`src/rtl/deser_pkg.sv`:
```
// Shared constants and helpers for the serial deserializer.
package deser_pkg;

    // Bit-order encoding held in the per-frame order latch
    localparam logic ORD_MSB = 1'b0;
    localparam logic ORD_LSB = 1'b1;

    // Word widths the deserializer supports
    function automatic bit deser_width_ok(input int w);
        return (w >= 2) && (w <= 32);
    endfunction

endpackage

```
`src/rtl/deser_out_buf.sv`:
```
// One-word valid/ready holding register. A word that arrives while the
// register is full and not being drained is dropped and flagged on drop.
module deser_out_buf #(
    parameter int WIDTH = 4
) (
    input  logic             clk,
    input  logic             clr,
    input  logic             load,
    input  logic [WIDTH-1:0] din,
    output logic [WIDTH-1:0] q,
    output logic             q_vld,
    input  logic             q_rdy,
    output logic             drop
);

    logic take;

    // The register can take a new word when it is empty or being drained this edge
    assign take = !q_vld || q_rdy;
    assign drop = load && !take;

    // Load on free slot (back-to-back allowed); otherwise clear valid on acceptance
    always_ff @(posedge clk or negedge clr) begin
        if (!clr) begin
            q     <= '0;
            q_vld <= 1'b0;
        end else if (load && take) begin
            q     <= din;
            q_vld <= 1'b1;
        end else if (q_vld && q_rdy) begin
            q_vld <= 1'b0;
        end
    end

endmodule

```
`src/rtl/serial_deserializer.sv`:
```
// Serial-in/parallel-out receiver. Collects WIDTH bits per frame, in the
// bit order sampled with the frame's first bit, and hands each word to a
// one-word valid/ready output buffer. The frame state is encoded by bit_cnt.
module serial_deserializer
    import deser_pkg::*;
#(
    parameter int WIDTH = 4,
    parameter int CNT_W = $clog2(WIDTH + 1)
) (
    input  logic             clk,
    input  logic             clr,
    input  logic             din,
    input  logic             din_vld,
    input  logic             lsb_first,
    input  logic             flush,
    output logic [WIDTH-1:0] q,
    output logic             q_vld,
    input  logic             q_rdy,
    output logic             busy,
    output logic [CNT_W-1:0] bit_cnt,
    output logic             ovf
);

    if (!deser_width_ok(WIDTH)) begin : g_bad_width
        $error("serial_deserializer: WIDTH must be in 2..32");
    end

    logic [WIDTH-1:0] sh_reg;
    logic [WIDTH-1:0] sh_next;
    logic             ord;
    logic             ord_eff;
    logic             first_bit;
    logic             last_bit;
    logic             word_load;
    logic             drop;

    // The first bit of a frame uses the live lsb_first; later bits use the latch
    assign first_bit = (bit_cnt == '0);
    assign last_bit  = (bit_cnt == CNT_W'(WIDTH - 1));
    assign ord_eff   = first_bit ? lsb_first : ord;
    assign word_load = din_vld && !flush && last_bit;
    assign busy      = !first_bit;

    // Next shift-register value including the bit on din, so the completed word can be handed off on the same edge
    always_comb begin
        sh_next = sh_reg;
        if (ord_eff == ORD_LSB) sh_next = {din, sh_reg[WIDTH-1:1]};
        else                    sh_next = {sh_reg[WIDTH-2:0], din};
    end

    // Shift register, bit counter and order latch; flush wins over din_vld
    always_ff @(posedge clk or negedge clr) begin
        if (!clr) begin
            sh_reg  <= '0;
            bit_cnt <= '0;
            ord     <= ORD_MSB;
        end else if (flush) begin
            sh_reg  <= '0;
            bit_cnt <= '0;
        end else if (din_vld) begin
            sh_reg  <= sh_next;
            bit_cnt <= last_bit ? '0 : bit_cnt + CNT_W'(1);
            if (first_bit) ord <= lsb_first;
        end
    end

    // Sticky overflow: set when a completed word is dropped, cleared only by flush
    always_ff @(posedge clk or negedge clr) begin
        if (!clr)       ovf <= 1'b0;
        else if (flush) ovf <= 1'b0;
        else if (drop)  ovf <= 1'b1;
    end

    deser_out_buf #(.WIDTH(WIDTH)) u_out_buf (
        .clk   (clk),
        .clr   (clr),
        .load  (word_load),
        .din   (sh_next),
        .q     (q),
        .q_vld (q_vld),
        .q_rdy (q_rdy),
        .drop  (drop)
    );

endmodule

```
`config.mk`:
```
export PLATFORM = sky130hd
export DESIGN_NAME = serial_deserializer
export DESIGN_NICKNAME = d
export VERILOG_FILES = /design/src/rtl/deser_pkg.sv /design/src/rtl/deser_out_buf.sv /design/src/rtl/serial_deserializer.sv
export SDC_FILE = /design/constraint.sdc
export NUM_CORES = 1
export LEC_CHECK = 0
export CAP_MARGIN = 10
export CORE_MARGIN = 4
export CORE_UTILIZATION = 30
export CTS_BUF_LIST = sky130_fd_sc_hd__clkbuf_4
export DETAILED_ROUTE_END_ITERATION = 10
export GPL_TIMING_DRIVEN = 0
export HOLD_SLACK_MARGIN = 0.1
export PLACE_DENSITY_LB_ADDON = 0.15
export SYNTH_ARGS = -nofsm -noshare
export SYNTH_HDL_FRONTEND = slang
export SYNTH_SLANG_ARGS = --single-unit
```
`constraint.sdc`:
```
create_clock -name clk -period 1.4 [get_ports clk]
set_input_delay 0.21 -clock clk [delete_from_list [all_inputs] [get_ports clk]]
set_output_delay 0.21 -clock clk [all_outputs]
set_load 0.02 [all_outputs]
```
; Word-level counts from Yosys, hierarchy flattened
; Index checks and enable logic that the tools add are counted.
[totals]
romBits = 0
wordCells = 35
out_inout_bits = 10
ff_bits = 14
ramBits = 0
latchBits = 0
input_bits = 7
memories = 0
[classes]
n_mul = 0
eq_ne = 1
shifts = 0
n_bitwise = 1
mux = 11
reduce_logical = 15
add_sub_neg = 1
magnitude_cmp = 0
n_div = 0
[op_table]
columns = op, n
row1 = two-way mux 4 bit, 3
row2 = two-way mux 3 bit, 3
row3 = nonzero test 2 bit, 3
row4 = logical AND 1 bit, 5
row5 = two-way mux 1 bit, 5
row6 = logical NOT 1 bit, 4
row7 = "adder 3 x 1 -> 3 bit, second input constant", 1
row8 = "equality test 3 x 2 -> 1 bit, second input constant", 1
row9 = logical NOT 3 bit, 1
row10 = AND reduction 2 bit, 1
row11 = logical OR 1 bit, 1
row12 = inverter 1 bit, 1

; Logic depth before layout (Yosys ltp)
; Gate-level depths: netlist of run 1.
[depth]
depth_word = 6
mapped_depth = 6
mapped_depth_nobuf = 6

; Hierarchy
; A second synthesis of run 1 with hierarchy kept.
[unflattened]
cells_unflattened = 70
hier_area_um2 = 775.7
[modules_own_cells]
columns = module, cells_each, n_inst, area_each_um2
row1 = serial_deserializer, 56, 1, 554.3
row2 = deser_out_buf, 14, 1, 221.5

; Worst setup path before layout of run 1
; Ideal clock, no wire load.
[synth_timing]
kind = register to register
startpoint = register bit_cnt[0]
endpoint = register ord
setup_time_ns = 0.127
period_less_slack_ns = 1.694
arrival_ns = 1.567
n_path_buf = 0
setup_slack_ns = -0.294
stages_incl_launch_ff = 7
required_time_ns = 1.273
cell_sequence = dfrtp_1 inv_1 ha_1 nor2b_2 clkinv_2 nor2_2 mux2_1
[synth_between]
elab_chain_cells = 2
[synth_rtl]
columns = element, line
row1 = from (decl), serial_deserializer.sv:20  ; output logic [CNT_W-1:0] bit_cnt,
row2 = from (signal assigned), serial_deserializer.sv:62  ; bit_cnt <= last_bit ? '0 : bit_cnt + CNT_W'(1);
row3 = logical NOT 3 bit, serial_deserializer.sv:38  ; assign first_bit = (bit_cnt == '0);
row4 = two-way mux 1 bit, --
row5 = to (signal assigned), serial_deserializer.sv:63  ; if (first_bit) ord <= lsb_first;
row6 = to (decl), serial_deserializer.sv:30  ; logic ord;
; No other way between the ends.
; A chain may end at the register's enable or synchronous reset.

; Worst setup path after layout of run 1
[layout_timing]
startpoint = register bit_cnt[0]
endpoint = output busy
[layout_between]
elab_chain_cells = 2
[layout_rtl]
columns = element, line
row1 = logical NOT 3 bit, serial_deserializer.sv:38
row2 = logical NOT 1 bit, serial_deserializer.sv:42  ; assign busy = !first_bit;
row3 = to (decl), serial_deserializer.sv:19  ; output logic busy,
; No other way between the ends.

==> flow_metrics.tcl, run 1 <==
set metrics [dict create \
    outcome "finished, violations left" \
    failed_checks "setup timing" \
    slew_headroom_pct 57.81 \
    holdCritPathClass "input port to register" \
    grt_pass1_vias 648 \
    syn_area_sq_um 777.0 \
    placed_area_sq_um 997.2 \
    die_area_sq_mm 0.003468 \
    stdcell_count 133 \
    worst_setup_path_end_kind "output port" \
    r2r-end "ord" \
    cts_max_level 1 \
    cts_root_buf "clkbuf_4" \
    fin_area_sq_mm 0.001102 \
    hold_violations 0 \
    antenna_found_initial 0 \
    grt_max_degree 15 \
    numCtsBuffers 3 \
    cts_tree "yes" \
    grt_pass1_wl_microns 3105 \
    reg2reg_from "bit_cnt[0]" \
    yosys_warnings 0 \
    synth_largest_area_cell "dfrtp_1" \
    min_to "ovf" \
    track_usage_pct 12.01 \
    drt-initial-drc-count 9 \
    min_from "flush" \
    power_uw 1051 \
    finalMaxSlewViolations 0 \
    synth_cell_types 23 \
    clk_latency_ps 290 \
    p_clk_share_pct 22.8 \
    critPathTopFamily "flip-flops" \
    peakVddDrop_mv 0.4150 \
    fin_nets 113 \
    slowest_delay_ps 420 \
    fmax_mhz 661.6 \
    ant_nets 0 \
    worstSetupStartpointType "register" \
    worstPathCellList "inv_2, ha_4, nor2b_4, clkinv_4, buf_6" \
    post-synth-top-area-fraction_pct 45.09 \
    gp_congestion 0.7627 \
    switching_power_uw 340.4 \
    rr_worst_depth 7 \
    via_count 683 \
    synth-seq-cells 14 \
    die_w_microns 58.89 \
    place_inst 122 \
    min_path_cells 2 \
    p_per_area_mw_per_mm2 953.7 \
    wl_microns 1898 \
    pwr-share-seq_pct 46.7 \
    drv_cap 0 \
    setup_viol 4 \
    core_area_sq_mm 0.002477 \
    syn_to_final_growth_pct 41.87 \
    gr-total-overflow 0 \
    synth_cells 77 \
    rsz0062_at_grt "yes" \
    die_h_microns 58.89 \
    synth_area_per_cell_sq_um 10.09 \
    port_buffers 15 \
    leakage_uw 0.0004745 \
    r2r_slack_ps -110 \
    synthTopCellsByArea "dfrtp_1, a31oi_1, and4bb_2, a21oi_1, a311oi_1" \
    dr.pass1.iters 4 \
    cp_max_fo 4 \
    viasPerCell 5.135 \
    tightest_slew_ps 630.9 \
    drc 0 \
    fin_crit_sh_pct 108.0 \
    hpwl_microns 1372 \
    clkTransAtPathRegs_ps 90 \
    crit_type "register to output port" \
    io_pins 17 \
    p_sw_share_pct 32.38 \
    period_needed_ps 1511 \
    required_ps 1190 \
    num_rows 18 \
    yosysSeqAreaShare_pct 45.09 \
    setup_ws_ps -111.4 \
    dpl_worst_slack_ps -316.8 \
    clock-sinks 14 \
    internal_power_uw 710.8 \
    combPwrFrac_pct 30.5 \
    cp.arrival_ps 1300 \
    synth_nets 86 \
    crit_buf_inv 3 \
    clock-skew-final_ps 7.689 \
    avgRoutedWirePerCell_microns 14.27 \
    clk_path_buf_depth 2 \
    slowest_stage "dfrtp_2" \
    post_route_cells_drive_above_1_share_pct 33.01 \
    antenna_cells 0 \
    tns_ps -230.7 \
    start_util_pct 31.36 \
]
power by group through the flow:
stage          Sequential [uW]  Combinational, uW  Clock (uW)
2_1_floorplan              532                132           0
3_3_place_gp               500                298           0
3_5_place_dp               502                298           0
4_1_cts                    491                290         245
5_1_grt                    498                352         261
6_report                   491                321         239
through the flow:
step	hold slack [ps]	util (%)
after global placement	484.4	40.25
after floorplan	-85.59	-
after CTS	226.1	42.07
after global routing	232.7	44.49
after detailed placement	498.6	40.25
final	219.9	44.49
worst register-to-register path, cell delays in order, from the launching register on:
cell	delay, ps
dfrtp_2	420
inv_2	80
ha_4	150
nor2b_4	180
clkinv_4	70
buf_4	140
nor2_4	70
mux2_4	290
routing by layer:
layer,vias to the layer above,track usage (%),part of all wire (%)
li1,339,-,-
met1,322,16.30,49
met2,17,18.93,43
met3,5,1.316,5.2
met4,0,5.825,2.2
met5,-,0,0
worst max path at each step:
stage | startpoint | to | slack [ps] | cells after the start
2_1_floorplan | bit_cnt[1] | ord | -80 | 6
3_5_place_dp | bit_cnt[0] | busy | -320 | 5
6_report | bit_cnt[0] | busy | -110 | 5
3_3_place_gp | bit_cnt[1] | busy | -330 | 5
4_1_cts | bit_cnt[0] | busy | -170 | 5
5_1_grt | bit_cnt[0] | ord | -170 | 7
final cells by class:
| type | count | area (sq um) |
|---|---|---|
| Timing Repair Buffer | 22 | 192.7 |
| Clock inverter | 1 | 3.754 |
| Buffer | 2 | 10.01 |
| Clock buffer | 3 | 22.52 |
| Inverter | 4 | 20.02 |
| Sequential cell | 14 | 354.1 |
| Tap cell | 30 | 37.54 |
| Fill cell | 256 | 1375 |
| Multi-Input combinational cell | 57 | 461.7 |
what timing repair did:
item | CTS | global route
hold buffers | 0 | 0
gates resized for setup | 17 | 8
setup endpoints to repair | 13 | 8
pin swaps | 4 | 2
buffers inserted | 3 | 4
endpoints found under the hold margin | 0 | 0
logic make-up (layout without fill, tap and decap cells):
kind of cell               count (synthesis)  after routing  synth area share [%]
DFF                                       14             14                 45.09
muxes                                      1              1                 1.449
buffers and inverters                      6             32                 3.381
adders and majority gates                  2              2                 3.220
AOI/OAI and AO/OA                         25             25                 19.64
and+or+nand+nor                           29             29                 27.22
cell usage in the layout (no fill, tap or decap), types with 4 or more instances in the layout:
cell type        synthesis  final
nor2_1                   5      5
nand2b_1                 4      4
buf_4                    0      7
a31oi_1                  8      5
a311oi_1                 4      4
dfrtp_1                 14     11
a21oi_1                  7      7
and2_1                   4      4
nor2b_1                  4      4
dlygate4sd2_1            0      9
clkdlybuf4s50_1          0      5
and4bb_2                 4      4
synth_stat cells:
| cell | number |
|---|---|
| nor2b_1 | 4 |
| a311oi_1 | 4 |
| mux2_1 | 1 |
| and2_1 | 4 |
| nand3_1 | 2 |
| inv_1 | 3 |
| a21oi_1 | 7 |
| ha_1 | 2 |
| nor2_2 | 1 |
| o21ai_0 | 5 |
| nand2b_1 | 4 |
| nor4bb_1 | 1 |
| nor2b_2 | 1 |
| dfrtp_1 | 14 |
| and2_4 | 1 |
| a31oi_1 | 8 |
| a211oi_1 | 1 |
| clkinv_2 | 1 |
| and4bb_2 | 4 |
| nor2_1 | 5 |
| or2b_1 | 1 |
| and4bb_4 | 1 |
| buf_2 | 2 |
Note: power is estimated with default switching activity, not from simulation.
==> run 2: changes to the inputs <==
ABC_CLOCK_PERIOD_IN_PS = 1400   (was default)
CTS_CLUSTER_DIAMETER = 200   (was default)
==> results of run 2 <==
The final DEF is identical to that of run 1; final timing and power are the same.
